$ cat src/rtl/apb_arbiter_2to1_if.sv
// Bus bundle for the 2:1 APB arbiter: two requester ports and one downstream completer port.
// The master modport is the arbiter's view; slave is the surrounding environment's view.
interface apb_arbiter_2to1_if #(
  parameter int unsigned DATA_WIDTH = 32,
  parameter int unsigned ADDR_WIDTH = 16
);
  localparam int unsigned STRB_WIDTH = DATA_WIDTH / 8;

  logic                  m0_psel;
  logic                  m0_penable;
  logic                  m0_pwrite;
  logic [ADDR_WIDTH-1:0] m0_paddr;
  logic [DATA_WIDTH-1:0] m0_pwdata;
  logic [STRB_WIDTH-1:0] m0_pstrb;
  logic                  m0_pready;
  logic                  m0_pslverr;
  logic [DATA_WIDTH-1:0] m0_prdata;

  logic                  m1_psel;
  logic                  m1_penable;
  logic                  m1_pwrite;
  logic [ADDR_WIDTH-1:0] m1_paddr;
  logic [DATA_WIDTH-1:0] m1_pwdata;
  logic [STRB_WIDTH-1:0] m1_pstrb;
  logic                  m1_pready;
  logic                  m1_pslverr;
  logic [DATA_WIDTH-1:0] m1_prdata;

  logic                  s_psel;
  logic                  s_penable;
  logic                  s_pwrite;
  logic [ADDR_WIDTH-1:0] s_paddr;
  logic [DATA_WIDTH-1:0] s_pwdata;
  logic [STRB_WIDTH-1:0] s_pstrb;
  logic                  s_pready;
  logic                  s_pslverr;
  logic [DATA_WIDTH-1:0] s_prdata;

  modport master (
    input  m0_psel, m0_penable, m0_pwrite, m0_paddr, m0_pwdata, m0_pstrb,
    output m0_pready, m0_pslverr, m0_prdata,
    input  m1_psel, m1_penable, m1_pwrite, m1_paddr, m1_pwdata, m1_pstrb,
    output m1_pready, m1_pslverr, m1_prdata,
    output s_psel, s_penable, s_pwrite, s_paddr, s_pwdata, s_pstrb,
    input  s_pready, s_pslverr, s_prdata
  );

  modport slave (
    output m0_psel, m0_penable, m0_pwrite, m0_paddr, m0_pwdata, m0_pstrb,
    input  m0_pready, m0_pslverr, m0_prdata,
    output m1_psel, m1_penable, m1_pwrite, m1_paddr, m1_pwdata, m1_pstrb,
    input  m1_pready, m1_pslverr, m1_prdata,
    input  s_psel, s_penable, s_pwrite, s_paddr, s_pwdata, s_pstrb,
    output s_pready, s_pslverr, s_prdata
  );
endinterface

$ cat src/rtl/apb_arbiter_2to1.sv
// Round-robin 2:1 APB arbiter: registers the winning request, replays it downstream as
// SETUP/ACCESS, and returns a one-cycle registered completion to its owner.
module apb_arbiter_2to1 #(
  parameter int unsigned DATA_WIDTH   = 32,
  parameter int unsigned ADDR_WIDTH   = 16,
  parameter int unsigned TIMEOUT      = 1024,
  parameter int unsigned TIMEOUT_BITS = $clog2(TIMEOUT + 1)
) (
  input logic                clk,
  input logic                rst,
  apb_arbiter_2to1_if.master bus
);
  localparam int unsigned STRB_WIDTH = DATA_WIDTH / 8;
  localparam int unsigned CNT_WIDTH  = (TIMEOUT_BITS == 0) ? 1 : TIMEOUT_BITS;
  localparam bit          TIMEOUT_EN = (TIMEOUT != 0);
  localparam logic [CNT_WIDTH-1:0] CNT_LAST = CNT_WIDTH'((TIMEOUT == 0) ? 0 : TIMEOUT - 1);

  typedef enum logic [1:0] {IDLE, SETUP, ACCESS, RESP} state_t;

  typedef struct packed {
    logic                  pwrite;
    logic [ADDR_WIDTH-1:0] paddr;
    logic [DATA_WIDTH-1:0] pwdata;
    logic [STRB_WIDTH-1:0] pstrb;
  } req_t;

  state_t               state, state_next;
  logic                 grant, grant_next, last_grant;
  logic                 launch, done_ok, done_to;
  logic [CNT_WIDTH-1:0] cnt;
  req_t                 req0, req1, req_sel;

  // penable from requesters plays no part in arbitration
  logic unused_penable;
  assign unused_penable = bus.m0_penable ^ bus.m1_penable;

  assign req0    = {bus.m0_pwrite, bus.m0_paddr, bus.m0_pwdata, bus.m0_pstrb};
  assign req1    = {bus.m1_pwrite, bus.m1_paddr, bus.m1_pwdata, bus.m1_pstrb};
  assign req_sel = grant_next ? req1 : req0;

  // State register
  always_ff @(posedge clk or posedge rst) begin
    if (rst) state <= IDLE;
    else     state <= state_next;
  end

  // Next-state, arbitration and completion strobes
  always_comb begin
    state_next = state;
    grant_next = grant;
    launch     = 1'b0;
    done_ok    = 1'b0;
    done_to    = 1'b0;
    unique case (state)
      IDLE: begin
        if (bus.m0_psel || bus.m1_psel) begin
          launch     = 1'b1;
          grant_next = (bus.m0_psel && bus.m1_psel) ? ~last_grant : bus.m1_psel;
          state_next = SETUP;
        end
      end
      SETUP: state_next = ACCESS;
      ACCESS: begin
        if (bus.s_pready) begin
          done_ok    = 1'b1;
          state_next = RESP;
        end else if (TIMEOUT_EN && (cnt == CNT_LAST)) begin
          done_to    = 1'b1;
          state_next = RESP;
        end
      end
      RESP: state_next = IDLE;
      default: state_next = IDLE;
    endcase
  end

  // Registered datapath and outputs
  always_ff @(posedge clk or posedge rst) begin
    if (rst) begin
      grant         <= 1'b0;
      last_grant    <= 1'b1;
      cnt           <= '0;
      bus.s_psel    <= 1'b0;
      bus.s_penable <= 1'b0;
      bus.s_pwrite  <= 1'b0;
      bus.s_paddr   <= '0;
      bus.s_pwdata  <= '0;
      bus.s_pstrb   <= '0;
      bus.m0_pready <= 1'b0;
      bus.m0_pslverr <= 1'b0;
      bus.m0_prdata <= '0;
      bus.m1_pready <= 1'b0;
      bus.m1_pslverr <= 1'b0;
      bus.m1_prdata <= '0;
    end else begin
      bus.s_psel     <= (state_next == SETUP) || (state_next == ACCESS);
      bus.s_penable  <= (state_next == ACCESS);
      cnt            <= ((state == ACCESS) && (state_next == ACCESS)) ? cnt + CNT_WIDTH'(1) : '0;
      bus.m0_pready  <= 1'b0;
      bus.m0_pslverr <= 1'b0;
      bus.m1_pready  <= 1'b0;
      bus.m1_pslverr <= 1'b0;

      if (launch) begin
        grant        <= grant_next;
        last_grant   <= grant_next;
        bus.s_pwrite <= req_sel.pwrite;
        bus.s_paddr  <= req_sel.paddr;
        bus.s_pwdata <= req_sel.pwdata;
        bus.s_pstrb  <= req_sel.pstrb;
      end

      // Completion goes only to the owner; writes leave its prdata untouched
      if (done_ok || done_to) begin
        if (grant) begin
          bus.m1_pready  <= 1'b1;
          bus.m1_pslverr <= done_to | bus.s_pslverr;
          if (done_to)            bus.m1_prdata <= '0;
          else if (!bus.s_pwrite) bus.m1_prdata <= bus.s_prdata;
        end else begin
          bus.m0_pready  <= 1'b1;
          bus.m0_pslverr <= done_to | bus.s_pslverr;
          if (done_to)            bus.m0_prdata <= '0;
          else if (!bus.s_pwrite) bus.m0_prdata <= bus.s_prdata;
        end
      end
    end
  end
endmodule

$ cat src/flat_wrapper.sv
// flat-port wrapper written by rule: the top's interface ports become plain ports
module apb_arbiter_2to1_flat 
#(
  parameter int unsigned DATA_WIDTH   = 32,
  parameter int unsigned ADDR_WIDTH   = 16,
  parameter int unsigned TIMEOUT      = 1024,
  parameter int unsigned TIMEOUT_BITS = $clog2(TIMEOUT + 1)
)
  (clk, rst, bus_m0_psel, bus_m0_penable, bus_m0_pwrite, bus_m0_paddr, bus_m0_pwdata, bus_m0_pstrb, bus_m0_pready, bus_m0_pslverr, bus_m0_prdata, bus_m1_psel, bus_m1_penable, bus_m1_pwrite, bus_m1_paddr, bus_m1_pwdata, bus_m1_pstrb, bus_m1_pready, bus_m1_pslverr, bus_m1_prdata, bus_s_psel, bus_s_penable, bus_s_pwrite, bus_s_paddr, bus_s_pwdata, bus_s_pstrb, bus_s_pready, bus_s_pslverr, bus_s_prdata);
  apb_arbiter_2to1_if #(.DATA_WIDTH(DATA_WIDTH), .ADDR_WIDTH(ADDR_WIDTH)) bus_i ();
  input logic clk;
  input logic rst;
  input wire logic [$bits(bus_i.m0_psel)-1:0] bus_m0_psel;
  input wire logic [$bits(bus_i.m0_penable)-1:0] bus_m0_penable;
  input wire logic [$bits(bus_i.m0_pwrite)-1:0] bus_m0_pwrite;
  input wire logic [$bits(bus_i.m0_paddr)-1:0] bus_m0_paddr;
  input wire logic [$bits(bus_i.m0_pwdata)-1:0] bus_m0_pwdata;
  input wire logic [$bits(bus_i.m0_pstrb)-1:0] bus_m0_pstrb;
  output wire logic [$bits(bus_i.m0_pready)-1:0] bus_m0_pready;
  output wire logic [$bits(bus_i.m0_pslverr)-1:0] bus_m0_pslverr;
  output wire logic [$bits(bus_i.m0_prdata)-1:0] bus_m0_prdata;
  input wire logic [$bits(bus_i.m1_psel)-1:0] bus_m1_psel;
  input wire logic [$bits(bus_i.m1_penable)-1:0] bus_m1_penable;
  input wire logic [$bits(bus_i.m1_pwrite)-1:0] bus_m1_pwrite;
  input wire logic [$bits(bus_i.m1_paddr)-1:0] bus_m1_paddr;
  input wire logic [$bits(bus_i.m1_pwdata)-1:0] bus_m1_pwdata;
  input wire logic [$bits(bus_i.m1_pstrb)-1:0] bus_m1_pstrb;
  output wire logic [$bits(bus_i.m1_pready)-1:0] bus_m1_pready;
  output wire logic [$bits(bus_i.m1_pslverr)-1:0] bus_m1_pslverr;
  output wire logic [$bits(bus_i.m1_prdata)-1:0] bus_m1_prdata;
  output wire logic [$bits(bus_i.s_psel)-1:0] bus_s_psel;
  output wire logic [$bits(bus_i.s_penable)-1:0] bus_s_penable;
  output wire logic [$bits(bus_i.s_pwrite)-1:0] bus_s_pwrite;
  output wire logic [$bits(bus_i.s_paddr)-1:0] bus_s_paddr;
  output wire logic [$bits(bus_i.s_pwdata)-1:0] bus_s_pwdata;
  output wire logic [$bits(bus_i.s_pstrb)-1:0] bus_s_pstrb;
  input wire logic [$bits(bus_i.s_pready)-1:0] bus_s_pready;
  input wire logic [$bits(bus_i.s_pslverr)-1:0] bus_s_pslverr;
  input wire logic [$bits(bus_i.s_prdata)-1:0] bus_s_prdata;
  assign bus_i.m0_psel = bus_m0_psel;
  assign bus_i.m0_penable = bus_m0_penable;
  assign bus_i.m0_pwrite = bus_m0_pwrite;
  assign bus_i.m0_paddr = bus_m0_paddr;
  assign bus_i.m0_pwdata = bus_m0_pwdata;
  assign bus_i.m0_pstrb = bus_m0_pstrb;
  assign bus_m0_pready = bus_i.m0_pready;
  assign bus_m0_pslverr = bus_i.m0_pslverr;
  assign bus_m0_prdata = bus_i.m0_prdata;
  assign bus_i.m1_psel = bus_m1_psel;
  assign bus_i.m1_penable = bus_m1_penable;
  assign bus_i.m1_pwrite = bus_m1_pwrite;
  assign bus_i.m1_paddr = bus_m1_paddr;
  assign bus_i.m1_pwdata = bus_m1_pwdata;
  assign bus_i.m1_pstrb = bus_m1_pstrb;
  assign bus_m1_pready = bus_i.m1_pready;
  assign bus_m1_pslverr = bus_i.m1_pslverr;
  assign bus_m1_prdata = bus_i.m1_prdata;
  assign bus_s_psel = bus_i.s_psel;
  assign bus_s_penable = bus_i.s_penable;
  assign bus_s_pwrite = bus_i.s_pwrite;
  assign bus_s_paddr = bus_i.s_paddr;
  assign bus_s_pwdata = bus_i.s_pwdata;
  assign bus_s_pstrb = bus_i.s_pstrb;
  assign bus_i.s_pready = bus_s_pready;
  assign bus_i.s_pslverr = bus_s_pslverr;
  assign bus_i.s_prdata = bus_s_prdata;
  apb_arbiter_2to1 #(.DATA_WIDTH(DATA_WIDTH), .ADDR_WIDTH(ADDR_WIDTH), .TIMEOUT(TIMEOUT), .TIMEOUT_BITS(TIMEOUT_BITS)) u_core (.clk(clk), .rst(rst), .bus(bus_i));
endmodule
$ cat config.mk
export PLATFORM = sky130hd
export DESIGN_NAME = apb_arbiter_2to1_flat
export DESIGN_NICKNAME = d
export VERILOG_FILES = /design/src/rtl/apb_arbiter_2to1_if.sv /design/src/rtl/apb_arbiter_2to1.sv /design/src/flat_wrapper.sv
export SDC_FILE = /design/constraint.sdc
export NUM_CORES = 1
export LEC_CHECK = 0
export BUFFER_PORTS_ARGS = -buffer_cell sky130_fd_sc_hd__buf_2
export CAP_MARGIN = 20
export CORE_UTILIZATION = 51
export CTS_CLUSTER_DIAMETER = 80
export DETAILED_ROUTE_END_ITERATION = 16
export PLACE_DENSITY = 0.88
export SLEW_MARGIN = 20
export SYNTH_ARGS = -nofsm -noshare
export SYNTH_HDL_FRONTEND = slang
export SYNTH_SLANG_ARGS = --single-unit
export TNS_END_PERCENT = 10
$ cat constraint.sdc
create_clock -name clk -period 8.33 [get_ports clk]
set_input_delay 0 -clock clk [delete_from_list [all_inputs] [get_ports clk]]
set_output_delay 0 -clock clk [all_outputs]
set_load 0.02 [all_outputs]
==> impl_metrics.json <==
{
  "synthesis.nets": 687,
  "first_pass_grt_wire_length_um": 31600,
  "numClockSinks": 138,
  "timing_hold_violations_final": 0,
  "route.detailed.drc": 0,
  "post-route-util_pct": 84.7,
  "ys_ff_latch": 138,
  "timing.hold.worst.class": "in -> reg",
  "synth_compound_gate_area_share_pct": 14.5,
  "vertical_die_dimension_um": 109,
  "post-route-period-util_pct": 34.0,
  "timing.critical_path.required_ns": 8.61,
  "replace_congestion": 0.773,
  "final_report_max_slew_violation_count": 0,
  "globalRoute.totalOverflow": 0,
  "mostFrequentLayoutCell": "buf_2",
  "yosysUniqueCellTypes": 36,
  "crit_fanout": 54,
  "final-setup-viol-count": 0,
  "synthesized_area_per_cell_um2": 10.9,
  "power_density_normalized_to_cell_area_nw_per_um2": 366,
  "yosys.area.top_type": "dfrtp_1",
  "cp.arrival_ns": 3.11,
  "drtAntennaViolNets": 0,
  "fp.coreArea_um2": 11000,
  "sequential_cell_area_fraction_in_the_yosys_report_pct": 59.1,
  "starting_utilization_of_the_core_area_pct": 53.2,
  "setup.worst_path.class": "reg -> reg",
  "synth_cells": 536,
  "report.power.total_w": 0.00341,
  "synth_xor_xnor_area_share_pct": 1.20,
  "max_freq_ghz": 0.353,
  "min-delay-start": "bus_m1_paddr[3]",
  "grt_pass1_vias": 6199,
  "finish.net_count": 1082,
  "cap_violations": 0,
  "post_synth_fa_ha_maj_area_fraction_pct": 1.07,
  "cts_clock_pin_slew_for_the_worst_setup_and_hold_paths_ns": 0.07,
  "std_cell_rows": 38,
  "fin_setup_tns_ns": 0,
  "max-clock-path-buffers": 2,
  "timing.hold.ws_ns": 0.0168,
  "area_growth_pct": 59.0,
  "estimated_wirelength_of_the_detail_placed_design_um": 10800,
  "synth_largest_type_area_fraction_pct": 58.6,
  "async_reset_ff_share_pct": 100,
  "source_to_sink_clock_delay_at_the_later_pin_of_the_worst_skew_pair_ns": 0.41,
  "layout.cells.most_common_list": "266 x buf_2, 140 x dlygate4sd3_1, 137 x dfrtp_1",
  "critical_path.startpoint_type": "register",
  "wl_per_cell_um": 19.5,
  "grt_start_max_net_pins": 76,
  "ctsHtreeMaxLevel": 4,
  "routed-via-count": 6115,
  "netlist_area_um2": 5850,
  "status": "completed",
  "io_pins": 269,
  "synth.top_cells.by_area": "dfrtp_1 59%, mux2i_1 9.1%, o21ai_0 6.8%",
  "initialDrtViolationCount": 592,
  "post_synth_and_or_nand_nor_area_fraction_pct": 9.87,
  "transition_at_the_pin_with_the_smallest_max_transition_slack_ns": 1.02,
  "post_route_cells_drive_above_1_share_pct": 33.1,
  "crit_path_start": "u_core.state[0]",
  "ir_drop_mv": 0.225,
  "main_combinational_cell_family_by_area_after_synthesis": "compound AO/OA/AOI/OAI gates",
  "diodes": 0,
  "fin_skew_ns": 0.0141,
  "max-slew-margin-rel_pct": 31.9,
  "die_width_um": 109,
  "numCtsBuffers": 17,
  "drt_pass1_iterations": 5,
  "worst_r2r_startpoint": "u_core.state[0]",
  "post-route-min-period_ns": 2.83,
  "numPortBuffers": 266,
  "clk_root_buffer_cell": "clkbuf_16",
  "routed_vias_inst": 5.64,
  "rsz0062_at_grt": "false",
  "synthesis.yosys.warnings": 0,
  "grt_use_total_pct": 35.8,
  "yosys_most_used_dff": "dfrtp_1",
  "power.static_leakage_nw": 4.92,
  "detail_route.wirelength_um": 21100,
  "grt_antenna_before_repair": 0,
  "cts_tree": "built",
  "die_area_um2": 11900,
  "end_kind": "register",
  "count_of_flip_flops_with_a_built_in_enable_after_synthesis": 0,
  "yosys-mux-area-fraction_pct": 9.07
}
[state kept, by name, indices dropped and copies added, names as in the netlist, 2 cells and up]
signal,cells
u_core.bus.s_paddr,16
u_core.bus.s_pstrb,4
u_core.bus.m1_prdata,32
u_core.bus.s_pwdata,32
u_core.state,2
u_core.cnt,11
u_core.bus.m0_prdata,32
[layout make-up]
cell class              count  area [um^2]
flip-flops and latches    138         3450
repair buffers            411         2770
inverters                  42          163
well taps                 140          175
fillers                   507         1690
multi-input cells         321         2110
clock buffers              19          433
clock inverters            13          193
[final timing paths]
| path | slack, ns | endpoint | cells past startpoint |
|---|---|---|---|
| worst min-delay path | 0.02 | u_core.bus.s_paddr[3] | 3 |
| worst min register to register | 0.48 | u_core.bus.s_pwdata[25] | 2 |
| min in group asynchronous | 0.23 | u_core.bus.s_paddr[14] | 3 |
| worst max register to register | 5.50 | u_core.bus.s_pwdata[20] | 7 |
| max in group asynchronous | 6.77 | u_core.bus.m0_prdata[22] | 4 |
| worst max-delay path | 5.50 | u_core.bus.s_pwdata[20] | 7 |
[stage by stage]
| stage | setup slack, ns | area (um^2) | instances |
|---|---|---|---|
| after floorplan | 4.64 | 5850 | 536 |
| after global placement | 5.65 | 7260 | 912 |
| after detailed placement | 5.83 | 7270 | 912 |
| after CTS | 5.65 | 9300 | 1084 |
| after global routing | 5.36 | 9300 | 1084 |
| final | 5.50 | 9300 | 1084 |
[power by group]
| part | internal (W) | switching [W] |
|---|---|---|
| sequential | 0.000959 | 0.000181 |
| combinational | 0.000523 | 0.000942 |
| clock | 0.000505 | 0.000297 |
| total | 0.00199 | 0.00142 |
[critical path: stages, from the launching register on]
cell           delay [ns]
dfrtp_1              0.34
inv_1                0.09
ha_1                 0.25
o211ai_1             0.11
buf_4                0.73
mux2i_1              0.17
dlygate4sd3_1        0.63
o21ai_0              0.35
[cells in the mapped netlist, types with 2 or more instances]
| cell type | n |
|---|---|
| nand2_1 | 60 |
| a21boi_0 | 2 |
| mux2i_1 | 53 |
| o21ai_1 | 8 |
| xor2_1 | 4 |
| inv_1 | 41 |
| o21ai_0 | 79 |
| a32o_1 | 32 |
| nand4_1 | 2 |
| nor2_1 | 16 |
| and3_1 | 2 |
| clkbuf_1 | 23 |
| dfrtp_1 | 137 |
| nand3_1 | 36 |
| ha_1 | 5 |
| nor3_1 | 2 |
| buf_2 | 11 |
| o41ai_1 | 2 |
| xnor2_1 | 4 |
[metal layers]
layer  up-vias  share of wire (%)  track usage [%]
li1       2673                  -                -
met1      2922                 36             39.5
met2       434                 50             61.2
met3        86                8.7             9.56
met4         0                5.2             22.3
met5         -                  0                0
[kinds of logic after synthesis]
logic type	after synthesis
buffers and inverters	77
adder cells (fa/ha/maj)	5
multiplexers	53
XOR/XNOR	8
AO/OA/AOI/OAI	129
AND/OR/NAND/NOR	126
flip-flops	138
[repair_timing]
| action | CTS | global route |
|---|---|---|
| buffers inserted | 0 | 0 |
| hold endpoints to repair | 185 | 0 |
| hold buffers | 140 | 0 |
| gates resized for setup | 0 | 0 |
Note: power is estimated with default switching activity, not from simulation.
